$ cat config.mk
export PLATFORM = sky130hd
export DESIGN_NAME = frame_sink
export DESIGN_NICKNAME = d
export VERILOG_FILES = /design/src/rtl/frame_sink.sv
export SDC_FILE = /design/constraint.sdc
export NUM_CORES = 1
export LEC_CHECK = 0
export CORE_UTILIZATION = 46
export CTS_CLUSTER_SIZE = 10
export DETAILED_ROUTE_END_ITERATION = 8
export DONT_BUFFER_PORTS = 1
export GPL_TIMING_DRIVEN = 1
export PLACE_DENSITY = 0.7
export SLEW_MARGIN = 40
export SYNTH_ARGS = -nofsm -noshare
export SYNTH_HDL_FRONTEND = slang
export SYNTH_SLANG_ARGS = --single-unit
$ cat constraint.sdc
create_clock -name clock -period 2.29 [get_ports clock]
set_input_delay 0.3435 -clock clock [delete_from_list [all_inputs] [get_ports clock]]
set_output_delay 0.3435 -clock clock [all_outputs]
set_load 0.005 [all_outputs]
$ cat src/rtl/frame_sink.sv
// Drains one frame from a first-word-fall-through FIFO into a raster-addressed
// frame-buffer write port, tracking x/y, pulsing frame_done and summing pixels.
module frame_sink #(
  parameter int DWIDTH     = 8,
  parameter int IMG_WIDTH  = 720,
  parameter int IMG_HEIGHT = 540,
  parameter int ADDR_WIDTH = 19
) (
  input  logic                  clock,
  input  logic                  reset,
  input  logic                  start,
  input  logic                  abort,
  output logic                  fifo_rd_en,
  input  logic [DWIDTH-1:0]     fifo_dout,
  input  logic                  fifo_empty,
  output logic                  mem_wr_en,
  output logic [ADDR_WIDTH-1:0] mem_addr,
  output logic [DWIDTH-1:0]     mem_din,
  output logic                  busy,
  output logic                  frame_done,
  output logic [31:0]           checksum
);

  localparam int XW = (IMG_WIDTH  > 1) ? $clog2(IMG_WIDTH)  : 1;
  localparam int YW = (IMG_HEIGHT > 1) ? $clog2(IMG_HEIGHT) : 1;
  localparam logic [XW-1:0] X_LAST = XW'(IMG_WIDTH - 1);
  localparam logic [YW-1:0] Y_LAST = YW'(IMG_HEIGHT - 1);

  typedef enum logic [1:0] {
    IDLE  = 2'd0,
    DRAIN = 2'd1,
    DONE  = 2'd2
  } state_t;

  state_t                  state_q, state_d;
  logic [XW-1:0]           x_q, x_d;
  logic [YW-1:0]           y_q, y_d;
  logic [ADDR_WIDTH-1:0]   addr_q, addr_d;
  logic                    wr_en_q, wr_en_d;
  logic [ADDR_WIDTH-1:0]   mem_addr_q, mem_addr_d;
  logic [DWIDTH-1:0]       mem_din_q, mem_din_d;
  logic                    done_q, done_d;
  logic [31:0]             sum_q, sum_d;

  // Abort wins over a pending read, so the aborted cycle never consumes a pixel.
  assign fifo_rd_en = (state_q == DRAIN) && !fifo_empty && !abort;

  always_comb begin
    state_d    = state_q;
    x_d        = x_q;
    y_d        = y_q;
    addr_d     = addr_q;
    wr_en_d    = 1'b0;
    mem_addr_d = mem_addr_q;
    mem_din_d  = mem_din_q;
    done_d     = 1'b0;
    sum_d      = sum_q;
    case (state_q)
      IDLE: begin
        if (start) begin
          state_d = DRAIN;
          x_d     = '0;
          y_d     = '0;
          addr_d  = '0;
          sum_d   = '0;
        end
      end
      DRAIN: begin
        if (abort) begin
          state_d = IDLE;
        end else if (fifo_rd_en) begin
          wr_en_d    = 1'b1;
          mem_addr_d = addr_q;
          mem_din_d  = fifo_dout;
          sum_d      = sum_q + 32'(fifo_dout);
          if (x_q == X_LAST) begin
            x_d = '0;
            if (y_q == Y_LAST) begin
              y_d     = '0;
              addr_d  = '0;
              state_d = DONE;
              done_d  = 1'b1;
            end else begin
              y_d    = y_q + YW'(1);
              addr_d = addr_q + ADDR_WIDTH'(1);
            end
          end else begin
            x_d    = x_q + XW'(1);
            addr_d = addr_q + ADDR_WIDTH'(1);
          end
        end
      end
      DONE:    state_d = IDLE;
      default: state_d = IDLE;
    endcase
  end

  always_ff @(posedge clock or negedge reset) begin
    if (!reset) begin
      state_q    <= IDLE;
      x_q        <= '0;
      y_q        <= '0;
      addr_q     <= '0;
      wr_en_q    <= 1'b0;
      mem_addr_q <= '0;
      mem_din_q  <= '0;
      done_q     <= 1'b0;
      sum_q      <= '0;
    end else begin
      state_q    <= state_d;
      x_q        <= x_d;
      y_q        <= y_d;
      addr_q     <= addr_d;
      wr_en_q    <= wr_en_d;
      mem_addr_q <= mem_addr_d;
      mem_din_q  <= mem_din_d;
      done_q     <= done_d;
      sum_q      <= sum_d;
    end
  end

  assign mem_wr_en  = wr_en_q;
  assign mem_addr   = mem_addr_q;
  assign mem_din    = mem_din_q;
  assign frame_done = done_q;
  assign checksum   = sum_q;
  assign busy       = (state_q != IDLE);

endmodule

# --- Word level (Yosys, flattened, before mapping) ---
# Index checks and enable logic that the tools add are counted.
op_classes:
  addsub: 4
  n_eq_ne: 10
  mux: 34
  n_bitwise: 1
  reduce_logical: 11
op_table:
  columns: ["cell", "count"]
  rows:
  - ["$mux W32", 3]
  - ["$mux W19", 5]
  - ["$mux W10", 8]
  - ["$pmux W32 S2", 1]
  - ["$pmux W10 S2", 2]
  - ["$pmux W19 S2", 1]
  - ["$add A32 B8 Y32", 1]
  - ["$add A10 B1 Y10 const B", 2]
  - ["$eq A10 B10 Y1 const B", 2]
  - ["$add A19 B1 Y19 const B", 1]
  - ["$mux W2", 5]
  - ["$mux W1", 8]
  - ["$reduce_and A4 Y1", 2]
  - ["$ne A2 B2 Y1 const B", 3]
  - ["$ne A3 B2 Y1 const B", 2]
  - ["$reduce_and A5 Y1", 1]
  - ["$pmux W2 S2", 1]
  - ["$reduce_bool A2 Y1", 2]
  - ["$ne A3 B3 Y1 const B", 1]
  - ["$reduce_and A3 Y1", 1]
  - ["$eq A2 B1 Y1 const B", 1]
  - ["$logic_and A1 B1 Y1", 2]
  - ["$logic_not A1 Y1", 2]
  - ["$logic_not A2 Y1", 1]
  - ["2 further kinds", 2]
totals:
  ff_bits: 102
  inputBits: 13
  word_cells: 69

# --- Logic depth before layout (Yosys ltp) ---
depth:
  depth_word: 6
  mapped_depth: 8
  ltp_nobuf: 8

# --- Least setup slack after synthesis ---
# No wires, ideal clock.
synth_timing:
  path_kind: "reg2reg"
  start: "register sum_q[0], in the netlist checksum[0]"
  end: "register sum_q[30], in the netlist checksum[30]"
  setup_ns: 0.078
  arrival_ns: 2.386
  slack_ns: -0.174
  path_stages_with_launch: 9
  n_path_buf: 0
  period_less_slack_ns: 2.464
  path_cell_list: "dfrtp_1 -> ha_1 -> inv_1 -> fa_1 -> nand2b_1 -> a211oi_2 -> nor2_1 -> or4_1 -> a21oi_1"
synth_via:
  elab_chain_len: 4
synth_rtl:
  columns: ["element", "line_no", "rtl"]
  rows:
  - ["start, declared", "43", "logic [31:0] sum_q, sum_d;"]
  - ["start signal, assigned", "118", "sum_q <= sum_d;"]
  - ["$add A32 B8 Y32", "75", "sum_d = sum_q + 32'(fifo_dout);"]
  - ["$mux W32", "71", "end else if (fifo_rd_en) begin"]
  - ["$mux W32", "69", "if (abort) begin"]
  - ["$pmux W32 S2", "58", "case (state_q)"]
# Every way passes these cells. The select of a mux whose other input is x is not followed.
# A chain may end at the register's enable or synchronous reset.

# --- Worst setup path in the final report ---
layout_timing:
  start: "register state_q[1]"
  end: "register sum_q[30], in the netlist checksum[30]"
layout_via:
  elab_chain_len: 5
layout_rtl:
  columns: ["element", "line_no", "rtl"]
  rows:
  - ["start, declared", "35", "state_t state_q, state_d;"]
  - ["start signal, assigned", "110", "state_q <= state_d;"]
  - ["$eq A2 B1 Y1", "46, 58", null]
  - ["$logic_and A1 B1 Y1 (2 in a row)", "46", "assign fifo_rd_en = (state_q == DRAIN) && !fifo_empty && !abort;"]
  - ["$ne A2 B2 Y1 (no line)", null, null]
  - ["$reduce_and A4 Y1 (no line)", null, null]
# Several ways; a longest one is shown, not always the timed one.

==> metrics.txt <==
# TYPE chip_impl_metric gauge
chip_impl_metric{name="placed_cells",unit=""} 678
chip_impl_metric{name="timing.critical_path.slowest_cell_delay",unit="ps"} 550
chip_impl_metric{name="fin_hold_ws",unit="ps"} -347
chip_impl_metric{name="critical_path_arrival",unit="ps"} 2510
chip_impl_metric{name="max-slew-margin-rel",unit="%"} 52.1
chip_impl_metric{name="diodes",unit=""} 0
chip_impl_info{name="crit-reg2reg-capture",value="checksum[30]$_DFFE_PN0P_"} 1
chip_impl_metric{name="setup_viol",unit=""} 0
chip_impl_metric{name="clock.fmax",unit="MHz"} 454
chip_impl_metric{name="number_of_drc_violations_after_detailed_routing_iteration_0",unit=""} 193
chip_impl_metric{name="synth-warning-count",unit=""} 0
chip_impl_metric{name="cts_buffer_depth",unit=""} 2
chip_impl_metric{name="mappedNetlistNets",unit=""} 562
chip_impl_metric{name="finish.utilization",unit="%"} 51.7
chip_impl_info{name="outcome",value="finished with violations"} 1
chip_impl_metric{name="fin_hold_viols",unit=""} 102
chip_impl_metric{name="post-dp-hpwl",unit="mm"} 8.30
chip_impl_metric{name="avgRoutedWirePerCell",unit="µm"} 16.6
chip_impl_metric{name="area_overhead_of_the_layout_relative_to_synthesis",unit="%"} 9.82
chip_impl_metric{name="ant_nets",unit=""} 0
chip_impl_info{name="clk_root_buffer_cell",value="sky130_fd_sc_hd__clkbuf_8"} 1
chip_impl_info{name="critical_path_class",value="flip-flop to flip-flop"} 1
chip_impl_info{name="r2r_start",value="state_q[1]$_DFFE_PN0P_"} 1
chip_impl_metric{name="routed-via-count",unit=""} 4018
chip_impl_metric{name="port_buffers",unit=""} 0
chip_impl_info{name="rsz0062_at_grt",value="false"} 1
chip_impl_metric{name="cp_data_required_time",unit="ps"} 2590
chip_impl_metric{name="irDropWorstVdd",unit="µV"} 350
chip_impl_info{name="failed_checks",value="hold timing"} 1
chip_impl_metric{name="fin_tns_setup",unit="ps"} 0
chip_impl_info{name="hold_crit_class",value="input pin to asynchronous set/reset pin"} 1
chip_impl_metric{name="global_route_wire_length_before_repair",unit="mm"} 19.2
chip_impl_info{name="worst_path_max_delay_cell",value="sky130_fd_sc_hd__or4b_4"} 1
chip_impl_metric{name="average_instance_area_after_synthesis",unit="µm²"} 9.47
chip_impl_metric{name="pin_count",unit=""} 76
chip_impl_info{name="worstSetupEndpointType",value="flip-flop"} 1
chip_impl_metric{name="synth_edf_count",unit=""} 0
chip_impl_metric{name="viasPerCell",unit=""} 5.76
chip_impl_metric{name="synthesis.area",unit="µm²"} 5080
chip_impl_metric{name="fp-row-count",unit=""} 38
chip_impl_metric{name="reg2reg_slack",unit="ps"} 90
chip_impl_metric{name="remaining_drc_errors",unit=""} 0
chip_impl_metric{name="maximum_level_of_the_cts_h_tree",unit=""} 3
chip_impl_metric{name="timing.critical_path.fanout_max",unit=""} 6
chip_impl_metric{name="full_die_area",unit="µm²"} 11500
chip_impl_metric{name="timing.final.crit_share",unit="%"} 96.3
chip_impl_metric{name="cts_inserted_buffers",unit=""} 9
chip_impl_metric{name="synthCells",unit=""} 537
chip_impl_metric{name="reg2reg_depth",unit=""} 5
chip_impl_metric{name="starting_density_of_the_core",unit="%"} 47.1
chip_impl_info{name="cts_tree",value="done"} 1
chip_impl_metric{name="finalWeightedCongestion",unit=""} 0.850
chip_impl_metric{name="grt_antenna_before_repair",unit=""} 0
chip_impl_metric{name="maximum_number_of_pins_on_one_net_before_global_route_repair",unit=""} 103
chip_impl_metric{name="fraction_of_layout_instances_using_a_drive_strength_above_1",unit="%"} 10.6
chip_impl_metric{name="drv.max_cap_violation_count",unit=""} 0
chip_impl_metric{name="clock-skew-final",unit="ps"} 11.0
chip_impl_metric{name="drt-pass1-iter-count",unit=""} 4
chip_impl_metric{name="final.min_clock_period",unit="ps"} 2200
chip_impl_metric{name="max_slew.worst_pin.slew",unit="ps"} 719
chip_impl_metric{name="final_layout_net_count",unit=""} 577
chip_impl_metric{name="clk_latency",unit="ps"} 370
chip_impl_metric{name="die_x",unit="µm"} 107
chip_impl_info{name="cp_top_family",value="simple AND/OR/NAND/NOR gates"} 1
chip_impl_metric{name="coreArea",unit="µm²"} 10800
chip_impl_info{name="ys_dominant_reg_cell",value="sky130_fd_sc_hd__dfrtp_1"} 1
chip_impl_metric{name="remaining_overflow_grt",unit=""} 0
chip_impl_metric{name="path_buf_inv",unit=""} 0
chip_impl_metric{name="die_y",unit="µm"} 107
chip_impl_metric{name="instances_no_fill",unit=""} 697
chip_impl_metric{name="number_of_different_library_cells_in_the_post_synthesis_netlist",unit=""} 58
chip_impl_info{name="worstPathCellList",value="or4b_4 > a211oi_4 > nand2_1 > or4_1 > a21oi_2"} 1
chip_impl_metric{name="async_flop_share",unit="%"} 100
chip_impl_metric{name="final_routed_wirelength",unit="mm"} 11.6
chip_impl_metric{name="report.final.slew_viol_count",unit=""} 0
chip_impl_metric{name="clock_sink_count",unit=""} 102
chip_impl_metric{name="yosysSeqAreaShare",unit="%"} 50.2
chip_impl_metric{name="synth.ff_latch_count",unit=""} 102
chip_impl_metric{name="vias_in_the_first_global_route",unit=""} 3972
chip_impl_metric{name="globalRouteTotalUtil",unit="%"} 21.4
chip_impl_metric{name="power.static_leakage",unit="nW"} 2.61
chip_impl_metric{name="cts.reportedPaths.clkPinSlew",unit="ps"} 100
chip_impl_metric{name="powerDensity",unit="nW/µm²"} 689
chip_impl_info{name="critical_path.startpoint_type",value="flip-flop"} 1
## worst max path at each step
stage          depth (start not counted)                    start                  endpoint
2_1_floorplan                          8  checksum[0]$_DFFE_PN0P_  checksum[30]$_DFFE_PN0P_
3_3_place_gp                           5   state_q[1]$_DFFE_PN0P_  checksum[21]$_DFFE_PN0P_
3_5_place_dp                           5   state_q[1]$_DFFE_PN0P_  checksum[21]$_DFFE_PN0P_
4_1_cts                                5   state_q[1]$_DFFE_PN0P_  checksum[21]$_DFFE_PN0P_
5_1_grt                                6       x_q[0]$_DFFE_PN0P_        y_q[5]$_DFFE_PN0P_
6_report                               5   state_q[1]$_DFFE_PN0P_  checksum[30]$_DFFE_PN0P_
## routing by layer
layer	share of wire (%)	GRT usage, %	wire length (µm)	vias up
li1	-	-	-	1911
met1	44	26.8	5110	1994
met3	5.2	5.11	600	17
met2	49	36.6	5720	96
met4	1.2	6.26	133	0
met5	0	0	0	-
## report_power, final
part | internal [mW] | switching, mW | total, mW
Clock | 0.399 | 0.631 | 1.03
Combinational | 0.304 | 0.457 | 0.761
Sequential | 1.92 | 0.130 | 2.05
Total | 2.63 | 1.22 | 3.85
## timing repair
action                                 in CTS  in global routing
endpoints found under the hold margin     102                102
cloned                                      0                  0
setup endpoints to repair                   1                  7
setup buffers                               0                  3
pin swaps                                   0                  4
gates resized for setup                     1                  5
## cell usage after synthesis, types with 2 or more instances
cell	number	share of area [%]
sky130_fd_sc_hd__nor2b_1	4	0.49
sky130_fd_sc_hd__nor4_1	4	0.49
sky130_fd_sc_hd__buf_2	4	0.39
sky130_fd_sc_hd__nand3_1	22	2.2
sky130_fd_sc_hd__o2111ai_1	4	0.69
sky130_fd_sc_hd__o21ai_0	22	2.2
sky130_fd_sc_hd__a22o_1	4	0.69
sky130_fd_sc_hd__nand4_1	15	1.8
sky130_fd_sc_hd__mux2i_1	2	0.39
sky130_fd_sc_hd__or3_1	3	0.37
sky130_fd_sc_hd__and3_1	8	0.98
sky130_fd_sc_hd__ha_1	11	2.7
sky130_fd_sc_hd__and4_1	4	0.69
sky130_fd_sc_hd__inv_1	9	0.66
sky130_fd_sc_hd__nor3_1	3	0.30
sky130_fd_sc_hd__and2_1	5	0.62
sky130_fd_sc_hd__a21oi_1	12	1.2
sky130_fd_sc_hd__or3b_1	2	0.34
sky130_fd_sc_hd__a211oi_1	2	0.30
sky130_fd_sc_hd__dfrtp_1	102	50
sky130_fd_sc_hd__xnor2_1	15	2.6
sky130_fd_sc_hd__a21o_1	5	0.74
sky130_fd_sc_hd__nand4b_1	3	0.52
sky130_fd_sc_hd__clkbuf_1	13	0.96
sky130_fd_sc_hd__nand2b_1	6	0.74
sky130_fd_sc_hd__nand2_1	110	8.1
sky130_fd_sc_hd__a31oi_1	5	0.62
sky130_fd_sc_hd__a211oi_2	2	0.49
sky130_fd_sc_hd__nor2_1	59	4.4
sky130_fd_sc_hd__or4_1	3	0.44
sky130_fd_sc_hd__o31ai_1	12	1.8
sky130_fd_sc_hd__or2_2	2	0.25
sky130_fd_sc_hd__a211o_1	3	0.52
sky130_fd_sc_hd__o211ai_1	8	1.2
sky130_fd_sc_hd__xor2_1	26	4.5
## per-stage QoR
stage / worst slack (ps) / power [mW] / area, µm² / hold slack [ps]
2_1_floorplan: 5.66 / 2.60 / 5110 / 47.9
3_3_place_gp: 85.3 / 2.80 / 5360 / 51.6
3_5_place_dp: 8.93 / 2.84 / 5360 / 50.8
4_1_cts: 38.7 / 3.86 / 5530 / -362
5_1_grt: 2.06 / 4.07 / 5580 / -378
6_report: 85.2 / 3.85 / 5580 / -347
## cell type report
| class | count | area, µm² |
|---|---|---|
| clock inverter | 5 | 35.0 |
| inverter | 10 | 37.5 |
| timing repair buffer | 23 | 173 |
| multi-input combinational | 406 | 2480 |
| clock buffer | 11 | 131 |
| sequential | 102 | 2550 |
| fill | 992 | 5210 |
| tap | 140 | 175 |
## kinds of logic after synthesis
logic type	Yosys count	synth area share [%]
fa+ha+maj	12	3.10
mux	4	0.837
compound gates	91	12.7
flops	102	50.2
xor+xnor	41	7.06
buf+inv	29	2.31
simple gates	258	23.8
## state kept, by name, summed over array words and instances (netlist names)
name and count:
addr_q 19, checksum 32, frame_done 1, mem_addr 19, mem_din 8, mem_wr_en 1, state_q 2, x_q 10
y_q 10
## worst reg2reg max path, cell delays in order, from the launching register on
cell	delay, ps
sky130_fd_sc_hd__dfrtp_2	440
sky130_fd_sc_hd__or4b_4	550
sky130_fd_sc_hd__a211oi_4	400
sky130_fd_sc_hd__nand2_1	120
sky130_fd_sc_hd__or4_1	490
sky130_fd_sc_hd__a21oi_2	140
## cell usage in the layout, fill, tap and decap left out, drive strengths merged, types with 5 or more instances in the layout
master / count
a21o: 5
a21oi: 13
a31oi: 5
and2: 5
and3: 8
buf: 23
clkbuf: 11
dfrtp: 102
ha: 11
inv: 11
nand2: 110
nand2b: 6
nand3: 23
nand4: 15
nor2: 59
nor4: 5
o2111ai: 5
o211ai: 8
o21ai: 22
o31ai: 12
xnor2: 15
xor2: 26
Note: power is estimated with default switching activity, not from simulation.
